[config.mk]
export PLATFORM = sky130hd
export DESIGN_NAME = reset_sequencer
export DESIGN_NICKNAME = d
export VERILOG_FILES = /design/src/rtl/reset_sequencer.sv
export SDC_FILE = /design/constraint.sdc
export NUM_CORES = 1
export LEC_CHECK = 0
export ABC_CLOCK_PERIOD_IN_PS = 3020
export CAP_MARGIN = 20
export CELL_PAD_IN_SITES_DETAIL_PLACEMENT = 0
export CELL_PAD_IN_SITES_GLOBAL_PLACEMENT = 2
export CORE_MARGIN = 2
export CORE_UTILIZATION = 30
export CTS_CLUSTER_SIZE = 40
export DETAILED_ROUTE_END_ITERATION = 6
export PLACE_DENSITY_LB_ADDON = 0.1
export REMOVE_ABC_BUFFERS = 1
export SLEW_MARGIN = 20
export SYNTH_ARGS = -nofsm -noshare
export SYNTH_HDL_FRONTEND = slang
export SYNTH_SLANG_ARGS = --single-unit
[constraint.sdc]
create_clock -name clk -period 3.02 [get_ports clk]
set_input_delay 0.302 -clock clk [delete_from_list [all_inputs] [get_ports clk]]
set_output_delay 0.302 -clock clk [all_outputs]
set_load 0.005 [all_outputs]
[src/rtl/reset_sequencer.sv]
// Reset sequencer: async-assert/sync-release front end, POR hold,
// staggered per-channel release and software-requested reset hold.
module reset_sequencer #(
  parameter int POR_CYCLES     = 1000,
  parameter int N_CH           = 3,
  parameter int STAGE_CYCLES   = 16,
  parameter int SW_HOLD_CYCLES = 64,
  parameter int SYNC_STAGES    = 2
) (
  input  logic            clk,
  input  logic            rst_in,
  input  logic            sw_rst_req,
  output logic [N_CH-1:0] rst_out,
  output logic            ready
);

  localparam int MAX_A = (POR_CYCLES > STAGE_CYCLES)
                       ? POR_CYCLES : STAGE_CYCLES;
  localparam int MAX_C = (MAX_A > SW_HOLD_CYCLES)
                       ? MAX_A : SW_HOLD_CYCLES;
  localparam int CW    = $clog2(MAX_C + 1);

  localparam logic [CW-1:0] POR_END = CW'(POR_CYCLES - 1);
  localparam logic [CW-1:0] STG_END = CW'(STAGE_CYCLES - 1);
  localparam logic [CW-1:0] SW_END  = CW'(SW_HOLD_CYCLES - 1);

  typedef enum logic [1:0] {
    HOLD,
    STAGGER,
    RUN,
    SW_HOLD
  } state_t;

  state_t                 state;
  state_t                 state_d;
  logic [CW-1:0]          cnt;
  logic [CW-1:0]          cnt_d;
  logic [CW-1:0]          cnt_inc;
  logic [N_CH-1:0]        out_d;
  logic                   ready_d;
  logic [SYNC_STAGES-1:0] sync;
  logic                   rst_sync;
  logic [N_CH:0]          shifted;
  logic [N_CH-1:0]        next_out;
  logic                   last;

  always_ff @(posedge clk or negedge rst_in) begin
    if (!rst_in) sync <= '0;
    else         sync <= {sync[SYNC_STAGES-2:0], 1'b1};
  end

  assign rst_sync = sync[SYNC_STAGES-1];

  // Releases shift ones in from bit 0, so order is always ascending.
  assign shifted  = {rst_out, 1'b1};
  assign next_out = shifted[N_CH-1:0];
  assign last     = &next_out;
  assign cnt_inc  = (&cnt) ? cnt : cnt + 1'b1;

  always_ff @(posedge clk or negedge rst_in) begin
    if (!rst_in) begin
      state   <= HOLD;
      cnt     <= '0;
      rst_out <= '0;
      ready   <= 1'b0;
    end else begin
      state   <= state_d;
      cnt     <= cnt_d;
      rst_out <= out_d;
      ready   <= ready_d;
    end
  end

  always_comb begin
    state_d = state;
    cnt_d   = cnt;
    out_d   = rst_out;
    ready_d = ready;
    unique case (state)
      HOLD: begin
        if (rst_sync) begin
          if (cnt == POR_END) begin
            out_d   = N_CH'(1);
            cnt_d   = '0;
            state_d = (N_CH == 1) ? RUN : STAGGER;
            ready_d = (N_CH == 1);
          end else begin
            cnt_d = cnt_inc;
          end
        end
      end
      STAGGER: begin
        if (sw_rst_req) begin
          out_d   = '0;
          ready_d = 1'b0;
          cnt_d   = '0;
          state_d = SW_HOLD;
        end else if (cnt == STG_END) begin
          out_d = next_out;
          cnt_d = '0;
          if (last) begin
            state_d = RUN;
            ready_d = 1'b1;
          end
        end else begin
          cnt_d = cnt_inc;
        end
      end
      RUN: begin
        if (sw_rst_req) begin
          out_d   = '0;
          ready_d = 1'b0;
          cnt_d   = '0;
          state_d = SW_HOLD;
        end
      end
      SW_HOLD: begin
        // Any high sample restarts the hold window.
        if (sw_rst_req) begin
          cnt_d = '0;
        end else if (cnt == SW_END) begin
          out_d   = N_CH'(1);
          cnt_d   = '0;
          state_d = (N_CH == 1) ? RUN : STAGGER;
          ready_d = (N_CH == 1);
        end else begin
          cnt_d = cnt_inc;
        end
      end
    endcase
  end

endmodule

# After elaboration in Yosys (flattened, before gate mapping)
# Cells that the tools add are included.
# op_classes
n_bitwise	0
multipliers	0
shift	0
reduce_logical	6
n_addsub	1
eq_ne	13
n_lt_le_gt_ge	0
n_div	0
mux	35
# ops
cell	count
$mux W10	8
$pmux W10 S4	1
$mux W3	7
$mux W2	8
$pmux W3 S4	1
$add A10 B1 Y10 const B	1
$eq A10 B10 Y1 const B	1
$eq A10 B4 Y1 const B	1
$eq A10 B6 Y1 const B	1
$ne A2 B2 Y1 const B	5
$reduce_and A10 Y1	1
$mux W1	8
$pmux W2 S4	1
$reduce_and A7 Y1	1
$ne A3 B3 Y1 const B	2
$reduce_and A6 Y1	1
$eq A2 B2 Y1 const B	2
$pmux W1 S4	1
$reduce_and A2 Y1	2
$eq A2 B1 Y1 const B	1
$logic_not A2 Y1	1
# word_totals
latchBits	0
reg_bits	18
mem_bits_ro	0
mem_count	0
mem_bits_rw	0
inputBits	3

# Logic depth before layout (Yosys ltp)
# logic_depth
ltp_word	5
ltp_mapped	7
ltp_nobuf	7

# Least setup slack after synthesis
# Ideal clock, no wire load.
# synth_path
kind	register to register
start	register cnt[0]
end	register state[0]
arrival_ns	1.808
slack_ns	1.085
required_time_ns	2.893
path_stages_with_launch	7
cell_sequence	dfrtp_1 ha_1 and4_2 a41oi_2 nor4_4 nand2_2 mux2_1
# synth_between
elab_chain_cells	3
# synth_rtl
element	line_no	rtl
from (decl)	36	logic [CW-1:0] cnt;
from (signal assigned)	68	cnt <= cnt_d;
$eq A10 B4 Y1 (tied with other cells)	98	end else if (cnt == STG_END) begin
$ne A3 B3 Y1 (no line) or $ne A2 B2 Y1 (tied branches)	--	
$reduce_and A7 Y1 (no line) (*)	--	
to (signal assigned)	67	state <= state_d;
to (decl)	34	state_t state;
# Every way passes the cells marked *; elsewhere a longest branch is shown, timed or not.
# A chain may end at the register's enable or synchronous reset.

# Worst setup path after layout
# Same ends and word-level chain as after synthesis.

==> impl_metrics.py <==
metrics = {
    "run_status": {
        "status": "complete, no violations",
    },
    "timing": {
        "finalMaxSlewViolations": 0,
        "final_hold_viol_count": 0,
        "worst_pin_slew_ns": 0.861,
        "min_period_ns": 2.14,
        "setup_violations": 0,
        "fin_ws_ns": 0.881,
        "timing.slew.headroom_pct": 42.4,
        "tns_ns": 0,
        "skew_ns": 0.00440,
        "fin_crit_sh_pct": 70.8,
        "rsz0062_at_grt": "false",
        "max_freq_mhz": 467,
    },
    "setup_path": {
        "slowest_delay_ns": 0.46,
        "arrival_ns": 2.28,
        "worst-path-max-fanout": 7,
        "critPathCaptureType": "register",
        "critical_path.cell_chain": "ha_1 -> and4_2 -> a41oi_2 -> nor4_4 -> nand2_2 -> mux2_1",
        "crit_family": "simple AND/OR/NAND/NOR gates",
        "cp_slowest_cell": "nor4_4",
        "critical_path_class": "reg -> reg",
        "required_ns": 3.16,
        "crit_buf_inv": 0,
        "crit_path_start_kind": "register",
    },
    "clocking": {
        "clk_pin_slew_worst_paths_ns": 0.07,
        "ctsLongestPathBuffers": 2,
        "cts_resized": 0,
        "root_buffer": "clkbuf_8",
        "clk_latency_ns": 0.26,
        "htreeDepth": 1,
        "cts_sinks": 18,
        "cts_tree": "built",
        "cts_setup_buffers": 0,
        "cts_hold_buf": 0,
        "numCtsBuffers": 3,
    },
    "route": {
        "top_layer_used": "met4",
        "m1WireLength_um": 1220,
        "drtIter0Drc": 60,
        "dr.pass1.iters": 5,
        "dr_wl_met2_um": 1270,
        "wl_per_cell_um": 15.1,
        "vias": 938,
        "ant_nets": 0,
        "drt_wl_total_um": 2630,
        "route.detailed.vias_per_inst": 5.39,
        "drc": 0,
        "dr_wl_met3_um": 100,
    },
    "floorplanning": {
        "fp.dieW_um": 65.0,
        "start_util_pct": 31.0,
        "die_height_um": 65.0,
        "placeableCoreArea_mm2": 0.00361,
        "die-area_mm2": 0.00422,
        "rows": 22,
        "io_pins": 7,
    },
    "placed_design": {
        "dp_slack_ns": 0.795,
        "hpwl_um": 1860,
        "io_buffers": 6,
        "gp_congestion": 0.741,
    },
    "synth": {
        "synth_edf_count": 0,
        "yosysTopAreaCellShare_pct": 40.4,
        "ys_types": 38,
        "synthCells": 118,
        "syn-cell-area_mm2": 0.00112,
        "synthFlopType": "dfrtp_1",
        "synth_seq_cells": 18,
        "synth_area_per_cell_um2": 9.46,
        "post-synth-top-area-cell": "dfrtp_1",
        "ys_top_cells_by_area": "dfrtp_1 40%, ha_1 6.7%, nand2_1 4.0%, nor4_4 3.8%, a21oi_1 3.6%",
        "yosysWarnings": 0,
        "synth_seq_area_share_pct": 40.4,
        "async_flop_share_pct": 100,
    },
    "power_and_ir_drop": {
        "leakage_nw": 0.514,
        "pwr-share-comb_pct": 20.3,
        "switching_share_pct": 33.7,
        "seq_power_share_pct": 50.3,
        "p_per_area_mw_per_mm2": 550,
        "clkPwrFrac_pct": 29.4,
        "peakVddDrop_mv": 0.172,
        "internal_power_mw": 0.465,
        "switchingPower_mw": 0.236,
    },
    "final_layout": {
        "multi_input_area_um2": 601,
        "drive_gt1_share_pct": 10.3,
        "diodes": 0,
        "num-nets-final": 136,
        "seqCellArea_um2": 450,
        "fill_cells": 370,
        "synthToLayoutAreaGrowth_pct": 14.2,
    },
    "flow_run": {
        "maxCapViolCount": 0,
    },
    "global_route": {
        "grt_first_pass_wirelength_um": 4330,
        "grt_pass1_vias": 889,
        "grt-ovfl-total": 0,
        "grt_start_max_net_pins": 19,
        "grt_usage_pct": 13.9,
        "antenna_found_initial": 0,
    },
    "min_path": {
        "min_path_type": "reg -> reg",
    },
}
[synth_stat cells, drive strengths merged (2+ instances only)]
cell / number
mux2: 2
nor2: 5
and4: 3
a221oi: 2
a21oi: 8
ha: 6
o22ai: 2
dfrtp: 18
a41oi: 2
nand4: 4
a211oi: 3
o21ai: 9
inv: 9
o211ai: 2
nand2: 13
buf: 3
nor4: 4
a31oi: 4
nand3: 6
[layout by cell type (no fill, tap or decap), types with 5 or more instances in the layout]
cell type        netlist  layout
a21oi_1                8       8
nand3_1                6       6
ha_1                   6       6
dfrtp_1               18      18
nand2_1               12      12
inv_1                  9       9
clkdlybuf4s50_1        0       6
o21ai_0                8       8
nor2_1                 5       5
[cell type report]
class	instances	area share, %
Clock buffer	4	4.32
Multi-Input combinational cell	87	47.1
Tap cell	48	4.71
Inverter	9	2.65
Timing Repair Buffer	8	5.89
Sequential cell	18	35.3
[stage by stage]
step	instance area, um2	util (%)	instances	hold slack (ns)	power (mW)
after floorplan	1080	-	114	0.00641	0.450
after global placement	1220	33.8	170	0.333	0.506
after detailed placement	1220	33.8	170	0.337	0.500
after CTS	1270	35.4	174	0.355	0.712
after global routing	1270	35.4	174	0.371	0.754
final	1270	35.4	174	0.351	0.702
[logic make-up after synthesis]
logic type                 share of synthesized area [%]
muxes                                               2.02
adders and majority gates                           6.73
and+or+nand+nor                                     23.5
buffers and inverters                               5.83
other                                              0.336
DFF                                                 40.4
AOI/OAI and AO/OA                                   21.2
[worst paths after layout]
path,startpoint,endpoint,slack [ns],cells past startpoint
setup / recovery,cnt[0]$_DFFE_PN0P_,state[0]$_DFFE_PN0P_,0.88,6
hold / removal,sync[0]$_DFF_PN0_,sync[1]$_DFF_PN0_,0.35,0
setup reg to reg,cnt[0]$_DFFE_PN0P_,state[0]$_DFFE_PN0P_,0.88,6
hold reg to reg,sync[0]$_DFF_PN0_,sync[1]$_DFF_PN0_,0.35,0
max in group asynchronous,rst_in,state[0]$_DFFE_PN0P_,1.96,1
min in group asynchronous,rst_in,cnt[6]$_DFFE_PN0P_,0.53,1
[flip-flops by register name (all words and copies together), names as in the netlist]
name and count:
ready 1, sync 2, state 2, rst_out 3
cnt 10
[layer usage]
| layer | vias up | track usage, % |
|---|---|---|
| met5 | - | 0 |
| li1 | 457 | - |
| met1 | 452 | 17.6 |
| met4 | 0 | 5.59 |
| met2 | 24 | 23.3 |
| met3 | 5 | 2.26 |
[power groups by stage]
stage               Sequential (mW)  Combinational (mW)  Clock [mW]
floorplan                     0.337               0.112           0
global placement              0.359               0.147           0
detailed placement            0.358               0.142           0
CTS                           0.352               0.144       0.216
global route                  0.362               0.163       0.229
finish                        0.353               0.143       0.206
[worst reg2reg max path, delay by kind of cell, from the launching register on]
family / cells / cell delay [ns]
adder cells (fa/ha/maj): 1 / 0.25
flip-flops: 1 / 0.41
AND/OR/NAND/NOR: 3 / 0.87
AO/OA/AOI/OAI: 1 / 0.17
multiplexers: 1 / 0.32
(Power assumes the default switching activity.)
